$ cat src/rtl/filtro_pkg.sv
// rtl/filtro_pkg.sv - shared constants, FSM states and coefficient reset helper for filtro_cascada
package filtro_pkg;

    localparam logic [2:0] COEF_B0 = 3'd0;
    localparam logic [2:0] COEF_B1 = 3'd1;
    localparam logic [2:0] COEF_B2 = 3'd2;
    localparam logic [2:0] COEF_A1 = 3'd3;
    localparam logic [2:0] COEF_A2 = 3'd4;

    typedef enum logic [1:0] {
        ST_IDLE,
        ST_MAC,
        ST_OUT
    } state_t;

    // Fixed-point 1.0 for a format with frac fraction bits.
    function automatic logic [63:0] coef_one(input int frac);
        return 64'd1 << frac;
    endfunction

endpackage

$ cat src/rtl/filtro_cascada_if.sv
// rtl/filtro_cascada_if.sv - sample, coefficient and status bundle for filtro_cascada
interface filtro_cascada_if #(
    parameter int Width = 32,
    parameter int N_SEC = 2
);
    localparam int SEC_W = (N_SEC > 1) ? $clog2(N_SEC) : 1;

    logic                    enable;
    logic signed [Width-1:0] uk;
    logic                    coef_we;
    logic [SEC_W-1:0]        coef_sec;
    logic [2:0]              coef_sel;
    logic signed [Width-1:0] coef_data;
    logic signed [Width-1:0] yk;
    logic                    valid;
    logic                    busy;
    logic                    overrun;

    modport master (
        output enable, uk, coef_we, coef_sec, coef_sel, coef_data,
        input  yk, valid, busy, overrun
    );

    modport slave (
        input  enable, uk, coef_we, coef_sec, coef_sel, coef_data,
        output yk, valid, busy, overrun
    );

endinterface

$ cat src/rtl/filtro_mac.sv
// rtl/filtro_mac.sv - shared multiply-accumulate with floor shift and Width reduction
// Reduction saturates when FILTRO_SAT_EN is defined, otherwise wraps.
module filtro_mac #(
    parameter int Width = 32,
    parameter int f     = 18
) (
    input  logic                    clk,
    input  logic                    rst,
    input  logic signed [Width-1:0] op_a_i,
    input  logic signed [Width-1:0] op_b_i,
    input  logic                    clear_i,
    input  logic                    accum_i,
    input  logic                    negate_i,
    output logic signed [Width-1:0] result_o
);
    localparam int PW = 2 * Width;
    localparam int AW = 2 * Width + 3;

    logic signed [PW-1:0] prod;
    logic signed [AW-1:0] term;
    logic signed [AW-1:0] acc_q, acc_d;

    always_comb begin
        prod  = PW'(op_a_i) * PW'(op_b_i);
        term  = negate_i ? -AW'(prod) : AW'(prod);
        acc_d = acc_q;
        if (accum_i) begin
            acc_d = clear_i ? term : acc_q + term;
        end
    end

    always_ff @(posedge clk) begin
        if (rst) begin
            acc_q <= '0;
        end else begin
            acc_q <= acc_d;
        end
    end

`ifdef FILTRO_SAT_EN
    localparam logic signed [AW-1:0] SAT_MAX = {{(AW-Width+1){1'b0}}, {(Width-1){1'b1}}};
    localparam logic signed [AW-1:0] SAT_MIN = {{(AW-Width+1){1'b1}}, {(Width-1){1'b0}}};

    logic signed [AW-1:0] shifted;

    always_comb begin
        shifted = acc_q >>> f;
        if (shifted > SAT_MAX) begin
            result_o = SAT_MAX[Width-1:0];
        end else if (shifted < SAT_MIN) begin
            result_o = SAT_MIN[Width-1:0];
        end else begin
            result_o = shifted[Width-1:0];
        end
    end
`else
    assign result_o = Width'(acc_q >>> f);
`endif

endmodule

$ cat src/rtl/filtro_cascada.sv
// rtl/filtro_cascada.sv - N_SEC-section Direct Form I biquad cascade on one shared MAC
// Optional saturation of section results is selected with FILTRO_SAT_EN.
module filtro_cascada
    import filtro_pkg::*;
#(
    parameter int p     = 13,
    parameter int f     = 18,
    parameter int Width = p + f + 1,
    parameter int N_SEC = 2
) (
    input  logic          clk,
    input  logic          rst,
    filtro_cascada_if.slave bus
);
    localparam int SEC_W = (N_SEC > 1) ? $clog2(N_SEC) : 1;
    localparam int HW    = $clog2(N_SEC + 1);

    typedef logic signed [Width-1:0] word_t;
    localparam word_t COEF_RESET = word_t'(coef_one(f));

    word_t            coef_q  [N_SEC][5];
    word_t            snap_q  [N_SEC][5];
    word_t            hist1_q [N_SEC+1];
    word_t            hist2_q [N_SEC+1];
    word_t            cur_x_q, yk_q;
    state_t           state_q;
    logic [SEC_W-1:0] sec_q;
    logic [2:0]       ph_q;
    logic             valid_q, busy_q, overrun_q;

    word_t            op_a, op_b, mac_res;
    logic [HW-1:0]    hcur, hnext, hprev;
    logic             coef_ok;

    always_comb begin
        hcur    = HW'(sec_q);
        hnext   = hcur + HW'(1);
        hprev   = hcur - HW'(1);
        op_b    = snap_q[sec_q][ph_q];
        coef_ok = bus.coef_we && ({1'b0, bus.coef_sec} < (SEC_W+1)'(N_SEC))
                  && (bus.coef_sel <= COEF_A2);
        // Product 0 of a later section takes the previous section's result straight from the MAC.
        case (ph_q)
            3'd0:    op_a = (sec_q == '0) ? cur_x_q : mac_res;
            3'd1:    op_a = hist1_q[hcur];
            3'd2:    op_a = hist2_q[hcur];
            3'd3:    op_a = hist1_q[hnext];
            default: op_a = hist2_q[hnext];
        endcase
    end

    filtro_mac #(.Width(Width), .f(f)) u_mac (
        .clk      (clk),
        .rst      (rst),
        .op_a_i   (op_a),
        .op_b_i   (op_b),
        .clear_i  (ph_q == 3'd0),
        .accum_i  (state_q == ST_MAC),
        .negate_i (ph_q >= 3'd3),
        .result_o (mac_res)
    );

    always_ff @(posedge clk) begin
        if (rst) begin
            for (int s = 0; s < N_SEC; s++) begin
                for (int c = 0; c < 5; c++) begin
                    coef_q[s][c] <= (c == 0) ? COEF_RESET : '0;
                    snap_q[s][c] <= '0;
                end
            end
            for (int h = 0; h <= N_SEC; h++) begin
                hist1_q[h] <= '0;
                hist2_q[h] <= '0;
            end
            cur_x_q   <= '0;
            yk_q      <= '0;
            state_q   <= ST_IDLE;
            sec_q     <= '0;
            ph_q      <= '0;
            valid_q   <= 1'b0;
            busy_q    <= 1'b0;
            overrun_q <= 1'b0;
        end else begin
            valid_q   <= 1'b0;
            overrun_q <= 1'b0;
            case (state_q)
                ST_IDLE: begin
                    if (coef_ok) begin
                        coef_q[bus.coef_sec][bus.coef_sel] <= bus.coef_data;
                    end
                    if (bus.enable) begin
                        snap_q  <= coef_q;
                        cur_x_q <= bus.uk;
                        sec_q   <= '0;
                        ph_q    <= '0;
                        busy_q  <= 1'b1;
                        state_q <= ST_MAC;
                    end
                end
                ST_MAC: begin
                    overrun_q <= bus.enable;
                    // A section boundary: retire the finished section's input history.
                    if (ph_q == 3'd0 && sec_q != '0) begin
                        hist2_q[hprev] <= hist1_q[hprev];
                        hist1_q[hprev] <= cur_x_q;
                        cur_x_q        <= mac_res;
                    end
                    if (ph_q == 3'd4) begin
                        ph_q <= '0;
                        if (sec_q == SEC_W'(N_SEC - 1)) begin
                            state_q <= ST_OUT;
                        end else begin
                            sec_q <= sec_q + SEC_W'(1);
                        end
                    end else begin
                        ph_q <= ph_q + 3'd1;
                    end
                end
                ST_OUT: begin
                    overrun_q      <= bus.enable;
                    hist2_q[hcur]  <= hist1_q[hcur];
                    hist1_q[hcur]  <= cur_x_q;
                    hist2_q[hnext] <= hist1_q[hnext];
                    hist1_q[hnext] <= mac_res;
                    yk_q           <= mac_res;
                    valid_q        <= 1'b1;
                    busy_q         <= 1'b0;
                    state_q        <= ST_IDLE;
                end
                default: state_q <= ST_IDLE;
            endcase
        end
    end

    assign bus.yk      = yk_q;
    assign bus.valid   = valid_q;
    assign bus.busy    = busy_q;
    assign bus.overrun = overrun_q;

endmodule
$ cat src/flat_wrapper.sv
// flat-port wrapper written by rule: the top's interface ports become plain ports
module filtro_cascada_flat import filtro_pkg::*;
#(
    parameter int p     = 13,
    parameter int f     = 18,
    parameter int Width = p + f + 1,
    parameter int N_SEC = 2
)
  (clk, rst, bus_enable, bus_uk, bus_coef_we, bus_coef_sec, bus_coef_sel, bus_coef_data, bus_yk, bus_valid, bus_busy, bus_overrun);
  filtro_cascada_if #(.Width(Width), .N_SEC(N_SEC)) bus_i ();
  input  logic clk;
  input  logic rst;
  input wire logic [$bits(bus_i.enable)-1:0] bus_enable;
  input wire logic [$bits(bus_i.uk)-1:0] bus_uk;
  input wire logic [$bits(bus_i.coef_we)-1:0] bus_coef_we;
  input wire logic [$bits(bus_i.coef_sec)-1:0] bus_coef_sec;
  input wire logic [$bits(bus_i.coef_sel)-1:0] bus_coef_sel;
  input wire logic [$bits(bus_i.coef_data)-1:0] bus_coef_data;
  output wire logic [$bits(bus_i.yk)-1:0] bus_yk;
  output wire logic [$bits(bus_i.valid)-1:0] bus_valid;
  output wire logic [$bits(bus_i.busy)-1:0] bus_busy;
  output wire logic [$bits(bus_i.overrun)-1:0] bus_overrun;
  assign bus_i.enable = bus_enable;
  assign bus_i.uk = bus_uk;
  assign bus_i.coef_we = bus_coef_we;
  assign bus_i.coef_sec = bus_coef_sec;
  assign bus_i.coef_sel = bus_coef_sel;
  assign bus_i.coef_data = bus_coef_data;
  assign bus_yk = bus_i.yk;
  assign bus_valid = bus_i.valid;
  assign bus_busy = bus_i.busy;
  assign bus_overrun = bus_i.overrun;
  filtro_cascada #(.p(p), .f(f), .Width(Width), .N_SEC(N_SEC)) u_core (.clk(clk), .rst(rst), .bus(bus_i));
endmodule
$ cat config.mk
export PLATFORM = sky130hd
export DESIGN_NAME = filtro_cascada_flat
export DESIGN_NICKNAME = d
export VERILOG_FILES = /design/src/rtl/filtro_pkg.sv /design/src/rtl/filtro_cascada_if.sv /design/src/rtl/filtro_mac.sv /design/src/rtl/filtro_cascada.sv /design/src/flat_wrapper.sv
export SDC_FILE = /design/constraint.sdc
export NUM_CORES = 2
export LEC_CHECK = 0
export CORE_AREA = 2 2 374 376
export CTS_CLUSTER_SIZE = 24
export DETAILED_ROUTE_END_ITERATION = 10
export DIE_AREA = 0 0 376 378
export GPL_TIMING_DRIVEN = 0
export PLACE_DENSITY = 0.71
export SYNTH_ARGS = -nofsm -noshare
export SYNTH_HDL_FRONTEND = slang
export SYNTH_SLANG_ARGS = --single-unit
$ cat constraint.sdc
create_clock -name clk -period 14.2 [get_ports clk]
set_clock_uncertainty 0.05 [all_clocks]
set_input_delay 4.26 -clock clk [delete_from_list [all_inputs] [get_ports clk]]
set_output_delay 4.26 -clock clk [all_outputs]
set_load 0.03 [all_outputs]
After elaboration in Yosys (flattened, before gate mapping)
Memory sizes are Yosys's and may differ from the RTL's. A register that Yosys moved wholly into a read port is not among the register bits.
Cells that the tools add are included.
W data, S select, Z words.

word-level totals
  memories = 2
  RAM bits = 192
  flip-flop bits (word level) = 780
  bits of input ports = 72

memory list
  memory          depth  bits a word  read ports  clocked after Yosys merged registers in  write ports  line                  text
  u_core.hist1_q  3      32           3           1                                        3            filtro_cascada.sv:23  word_t hist1_q [N_SEC+1];
  u_core.hist2_q  3      32           2           1                                        3            filtro_cascada.sv:24  word_t hist2_q [N_SEC+1];

operators by class
  multiplexer cells = 62
  multipliers = 1
  order comparisons = 8
  reduce and logical (&&, ||, !) cells = 23
  add/sub/neg operators = 6
  bitwise gates (word level) = 5
  equality and inequality tests = 10

operators with widths
  cell                  number
  $mux W160             4
  $mux W32              12
  $bwmux W320           1
  $reduce_or A32 Y1     6
  $demux W160 S1        1
  $mux W67              2
  $pmux W32 S4          1
  $bmux W32 S3          1
  $demux W32 S3         1
  $add A67 B67 Y67      1
  $neg A64 Y67          1
  $mul A32 B32 Y64      1
  $pmux W32 S2          1
  $mux W2               13
  $mux W1               19
  $reduce_and A3 Y1     3
  $ge A4 B4 Y1 const B  2
  $not A3 Y4            2
  $reduce_and A2 Y1     4
  $eq A3 B2 Y1 const B  2
  $mux W3               2
  $ne A2 B1 Y1 const B  3
  $pmux W3 S2           1
  $ge A2 B2 Y1 const B  2
  22 further kinds      29

Logic depth before layout (Yosys ltp)
  depth after elaboration = 12
  gate-level depth with buffers = 56
  mapped depth without buffers = 49

Hierarchy
A second synthesis with hierarchy kept.

unflattened totals
  cells, all modules = 8558
  area, all modules = 76429.6 sq um

by module, submodules not included
  module          instances  sequential area each (sq um)  cells an instance  area an instance (sq um)
  filtro_cascada  1          21020.2                       4357               39610.5
  filtro_mac      1          1001.0                        4201               36819.1

Least setup slack after synthesis
Ideal clock, no wire load.

  kind = register to register
  start = register u_core.ph_q[1]
  end = register u_core.u_mac.acc_q[49]
  cell stages (with the launch flop) = 50
  library setup time = 0.128 ns
  path slack = 1.085 ns
  clock period less this slack = 13.115 ns
  buffers on the path = 9
  arrival = 12.938 ns
  path through = dfxtp_1 > inv_1 > clkbuf_1 > clkbuf_1 > ha_1 > or3_1 > a21oi_1 > clkbuf_1 > clkbuf_1 > clkbuf_1 > clkbuf_1 > a21o_1 > clkbuf_1 > buf_1 > nor2_1 > fa_1 > fa_1 > fa_1 > (+14 left out) > nor4b_1 > nand2_1 > o21ai_0 > xnor2_1 > ha_1 > clkbuf_1 > nand4_1 > or2_2 > nor3_1 > o211ai_1 > nand3_1 > a31oi_1 > or3_1 > a211o_1 > xnor2_1 > xnor2_1 > mux2i_1 > nor2_1

between the ends
  cells in the longest elaborated chain, start to end = 9
  elaborated cells between the ends (all ways) = 15
  those cells by class = add/sub: 2; mul: 1; order compare: 1; eq/ne: 3; mux: 6; bitwise: 1; reduce/logical: 1

RTL lines
  element                                       line                   text
  start, declared                               filtro_cascada.sv:28   logic [2:0] ph_q;
  start signal, assigned                        filtro_cascada.sv:116  ph_q <= ph_q + 3'd1;
  $not A3 Y4 (implied by the code)              filtro_cascada.sv:39   op_b = snap_q[sec_q][ph_q];
  $bmux W32 S3                                  filtro_cascada.sv:39
  $mux W32 (implied by the code) (2 in series)  filtro_cascada.sv:39
  $mul A32 B32 Y64                              filtro_mac.sv:24       prod = PW'(op_a_i) * PW'(op_b_i);
  $neg A64 Y67                                  filtro_mac.sv:25       term = negate_i ? -AW'(prod) : AW'(prod);
  $mux W67                                      filtro_mac.sv:25
  $add A67 B67 Y67                              filtro_mac.sv:28       acc_d = clear_i ? term : acc_q + term;
  $mux W67 (*)                                  filtro_mac.sv:28
  end signal, assigned                          filtro_mac.sv:34       acc_q <= '0;
  end signal, assigned                          filtro_mac.sv:36       acc_q <= acc_d;
  end, declared                                 filtro_mac.sv:21       logic signed [AW-1:0] acc_q, acc_d;

Every way passes the cells marked *; elsewhere a longest branch is shown, timed or not. The select of a mux whose other input is x is not followed.
A chain may end at the register's enable or synchronous reset.

Final worst setup path
  start = register u_core.sec_q
  end = register u_core.u_mac.acc_q[49]

between the ends
  cells in the longest elaborated chain, start to end = 12
  elaborated cells between the ends (all ways) = 17
  those cells by class = add/sub: 3; mul: 1; mux: 10; bitwise: 1; memory: 2

RTL lines
  element                                        line                   text
  start, declared                                filtro_cascada.sv:27   logic [SEC_W-1:0] sec_q;
  start signal, assigned                         filtro_cascada.sv:113  sec_q <= sec_q + SEC_W'(1);
  $not A1 Y2 (implied by the code)               filtro_cascada.sv:39
  $mux W160 (implied by the code) (3 in series)  filtro_cascada.sv:39
  $bmux W32 S3                                   filtro_cascada.sv:39
  $mux W32 (implied by the code) (2 in series)   filtro_cascada.sv:39
  $mul A32 B32 Y64 (*)                           filtro_mac.sv:24
  $neg A64 Y67                                   filtro_mac.sv:25
  $mux W67 (*)                                   filtro_mac.sv:25
  $add A67 B67 Y67                               filtro_mac.sv:28
  $mux W67 (*)                                   filtro_mac.sv:28

Marked as above.

==> summary.md <==
| Metric | Value |
|---|---|
| Mean post-synth cell area | `8.773 sq um` |
| Worst Max-Slew Pin Slew | `1.477 ns` |
| H-Tree Level Count | `3` |
| Synth cell count leaders | `1820 x nand2_1, 880 x fa_1, 873 x inv_1` |
| Post-synth cell types | `83` |
| Asr flop ratio synth | `0` |
| Slew Limit Headroom | `0.01522` |
| Max Cap Viol | `0` |
| Row count | `137` |
| Global-route wire length before repair | `415500 um` |
| Worst EP arrival | `between 10 and 15 ns` |
| GRT Total Usage | `0.3964` |
| Number of global-route vias before repair | `63666` |
| Post-Place Cells | `approximately 10000` |
| Minimum clock period | `around 14 ns` |
| DR vias/cell | `approximately 6.2` |
| Synthesis-to-finish area growth | `11.32%` |
| Critical Path Sink Type | `flop` |
| Leakage power total | `33.46 nW` |
| Synth area leader | `fa_1` |
| Syn Std Cell Area | `between 70000 and 80000 sq um` |
| Drt pass-1 iters | `8` |
| Layout cells sized above 1 | `0.07864` |
| Final Max Tran Viols | `0` |
| Grt ovf | `0` |
| Final instance area | `between 80000 and 90000 sq um` |
| Hold Fails Final Rpt | `0` |
| Worst-skew pair later-pin latency | `between 0.7 and 0.8 ns` |
| Fill count | `11957` |
| Top-count cell post-synth | `nand2_1` |
| Commonest register cell after synthesis | `dfxtp_1` |
| Hold WS | `approximately 0.4 ns` |
| Die X-Extent | `376 um` |
| WP data required | `14.74 ns` |
| CTS tree | `built` |
| Slowest cell delay on critical path | `0.62 ns` |
| Syn Inst Count | `8590` |
| Crit-path slowest cell | `fa_2` |
| CP dominant cell by count | `fa_1` |
| Antenna viol nets, final | `0` |
| I/O Buffers | `71` |
| Period utilisation layout | `0.9932` |
| CTS Buf Count | `98` |
| Syn nets | `9779` |
| Synth Warn # | `0` |
| Core ar. | `138500 sq um` |
| CTS sink cnt | `988` |
| Final setup vio count | `0` |
| Crit Path Class | `reg2reg` |
| Die height | `between 300 and 400 um` |
| Antenna violations before repair | `5` |
| Largest net degree at the start of global routing | `45` |
| Pwr Density | `roughly 94 nW/um^2` |
| Fin nets | `9957` |
| Outcome | `finished, final reports clean` |
| FF+latch count, synth | `988` |
| F_max | `70.91 MHz` |
| EDFF count, synth | `224` |
| Routed wire length | `282400 um` |
| Clk slew on worst S/H paths | `0.06 ns` |
| Post-CTS Hold Fix Bufs | `0` |
| I/O pin cnt | `around 110` |
| DP HPWL | `224700 um` |
| Initial Utilization | `0.5441` |
| Hold Crit Class | `reg2reg` |
| Maximum vdd drop | `about 0.12 mV` |
| Synth top area share | `0.2338` |
| Die ar. | `142100 sq um` |
| DRC Markers | `0` |
| RD Place Congestion | `1.032` |
| Via count | `approximately 66000` |
| First DRT Iteration DRCs | `8586` |
| Placed cell areas | `78560 sq um` |
| Slack of the critical path | `0.09713 ns` |
| Post-synthesis sequential area ratio | `0.2922` |
| Setup WS pre-CTS | `-3.872 ns` |
| Finished Layout Cells | `10660` |
| Highest net fanout along the worst path | `10` |
| Clock Tree Buf Depth | `3` |
| Largest cells by area after synthesis | `fa_1 23%, dfxtp_1 20%, nand2_1 9.1%` |
| Startpoint types | `flop` |
| Root Driver | `clkbuf_16` |
| Drt wl/cell | `26.49 um` |
==> kinds of logic (layout without fill, tap and decap cells) <==
| kind of cell | count (synthesis) | count (layout) | synth area share |
|---|---|---|---|
| other cells | 0 | 3 | 0 |
| fa+ha+maj | 1117 | 1117 | 0.2731 |
| flops | 988 | 988 | 0.2922 |
| xor+xnor | 160 | 160 | 0.01878 |
| simple gates | 2994 | 2994 | 0.1622 |
| mux | 349 | 349 | 0.05776 |
| buf+inv | 1488 | 1748 | 0.07471 |
| compound gates | 1494 | 1494 | 0.1213 |
==> cell type report <==
type                            count  area [sq um]  area share
Clock buffer                      156          2953     0.03520
Clock inverter                     26         305.3    0.003639
Multi-Input combinational cell   6114         49280      0.5874
Inverter                          874          3281     0.03911
Buffer                            583          2719     0.03241
Sequential cell                   988         22020      0.2625
Tap cell                         1807          2261     0.02695
Antenna cell                        3         7.507  0.00008949
Timing Repair Buffer              109          1066     0.01271
==> sequential cells by signal, summed over array words and instances (netlist names), named ones only <==
signal and cells:
u_core.bus.busy 1, u_core.bus.overrun 1, u_core.bus.valid 1, u_core.bus.yk 32
u_core.coef_q 320, u_core.cur_x_q 32, u_core.hist1_q 128, u_core.hist2_q 96
u_core.ph_q 3, u_core.sec_q 1, u_core.snap_q 320, u_core.state_q 2
u_core.u_mac.acc_q 50
==> critical path, delay by kind of cell, from the launching register on <==
family                   cells  cell delay [ns]
AO/OA/AOI/OAI                9             2.29
XOR/XNOR                     3             0.76
adder cells (fa/ha/maj)     10             4.79
buffers and inverters       11             2.41
flip-flops                   1             0.39
multiplexers                 3             0.92
AND/OR/NAND/NOR             10             2.28
==> path summary, 6_finish.rpt <==
path                                         from                                  end  slack, ns  cells after the start
setup reg to reg        u_core.sec_q$_SDFFE_PP0P_  u_core.u_mac.acc_q[49]$_SDFFE_PP0P_        0.1                     46
hold reg to reg   u_core.coef_q[159]$_SDFFE_PP0P_      u_core.snap_q[159]$_SDFFE_PP0P_       0.39                      2
hold / removal    u_core.coef_q[159]$_SDFFE_PP0P_      u_core.snap_q[159]$_SDFFE_PP0P_       0.39                      2
setup / recovery        u_core.sec_q$_SDFFE_PP0P_  u_core.u_mac.acc_q[49]$_SDFFE_PP0P_        0.1                     46
==> power by group <==
group	switching, W	internal [W]	total [W]
registers	0.000140	0.00295	0.00309
logic	0.00152	0.000583	0.00211
clock network	0.00120	0.00146	0.00265
==> timing repair <==
item | in CTS | in global routing
gates cloned | 0 | 0
setup endpoints to repair | 36 | 24
endpoints found under the hold margin | 0 | 0
pin swaps | 6 | 16
gates resized for setup | 412 | 186
buffers inserted | 8 | 19
==> layer usage <==
layer  vias up  routed length (um)  GRT usage
li1      28151                   -          -
met4         4               13090     0.1617
met2      4242              118300     0.5761
met1     32855              112300     0.5668
met5         -                  29          0
met3       597               38610    0.09765
==> metrics by stage <==
step / total power (W) / utilization / setup TNS [ns]
3_5_place_dp: 0.004980 / 0.5672 / -85.91
5_1_grt: 0.008022 / 0.6057 / -0.09755
4_1_cts: 0.007666 / 0.6005 / 0
3_3_place_gp: 0.004948 / 0.5656 / -82.91
6_report: 0.007854 / 0.6057 / 0
2_1_floorplan: 0.004109 / - / 0
==> placed cells by master (no fill, tap or decap), types with 25 or more instances in the layout <==
cell	synthesis	routed
nor3_1	68	65
o22ai_1	58	52
o21ai_0	123	112
o211ai_1	29	29
and2_1	50	49
mux4_2	64	64
xor2_1	43	34
clkbuf_2	1	51
a211oi_1	62	54
nor2_1	767	764
nor2b_1	35	33
a22o_1	97	97
a21oi_1	791	768
o21a_1	28	28
and3_1	55	55
fa_1	880	878
inv_1	873	873
clkbuf_8	0	27
mux2i_1	241	216
xnor2_1	116	102
clkbuf_16	0	100
clkbuf_4	0	35
buf_4	1	56
clkdlybuf4s50_1	0	71
nand3_1	32	32
nand2b_1	75	75
ha_1	237	223
nand2_1	1820	1817
dfxtp_1	764	763
clkbuf_1	545	440
mux2_2	43	43
buf_2	32	25
edfxtp_1	224	224
a21o_1	72	58
Power figures use the tool's default switching activity.
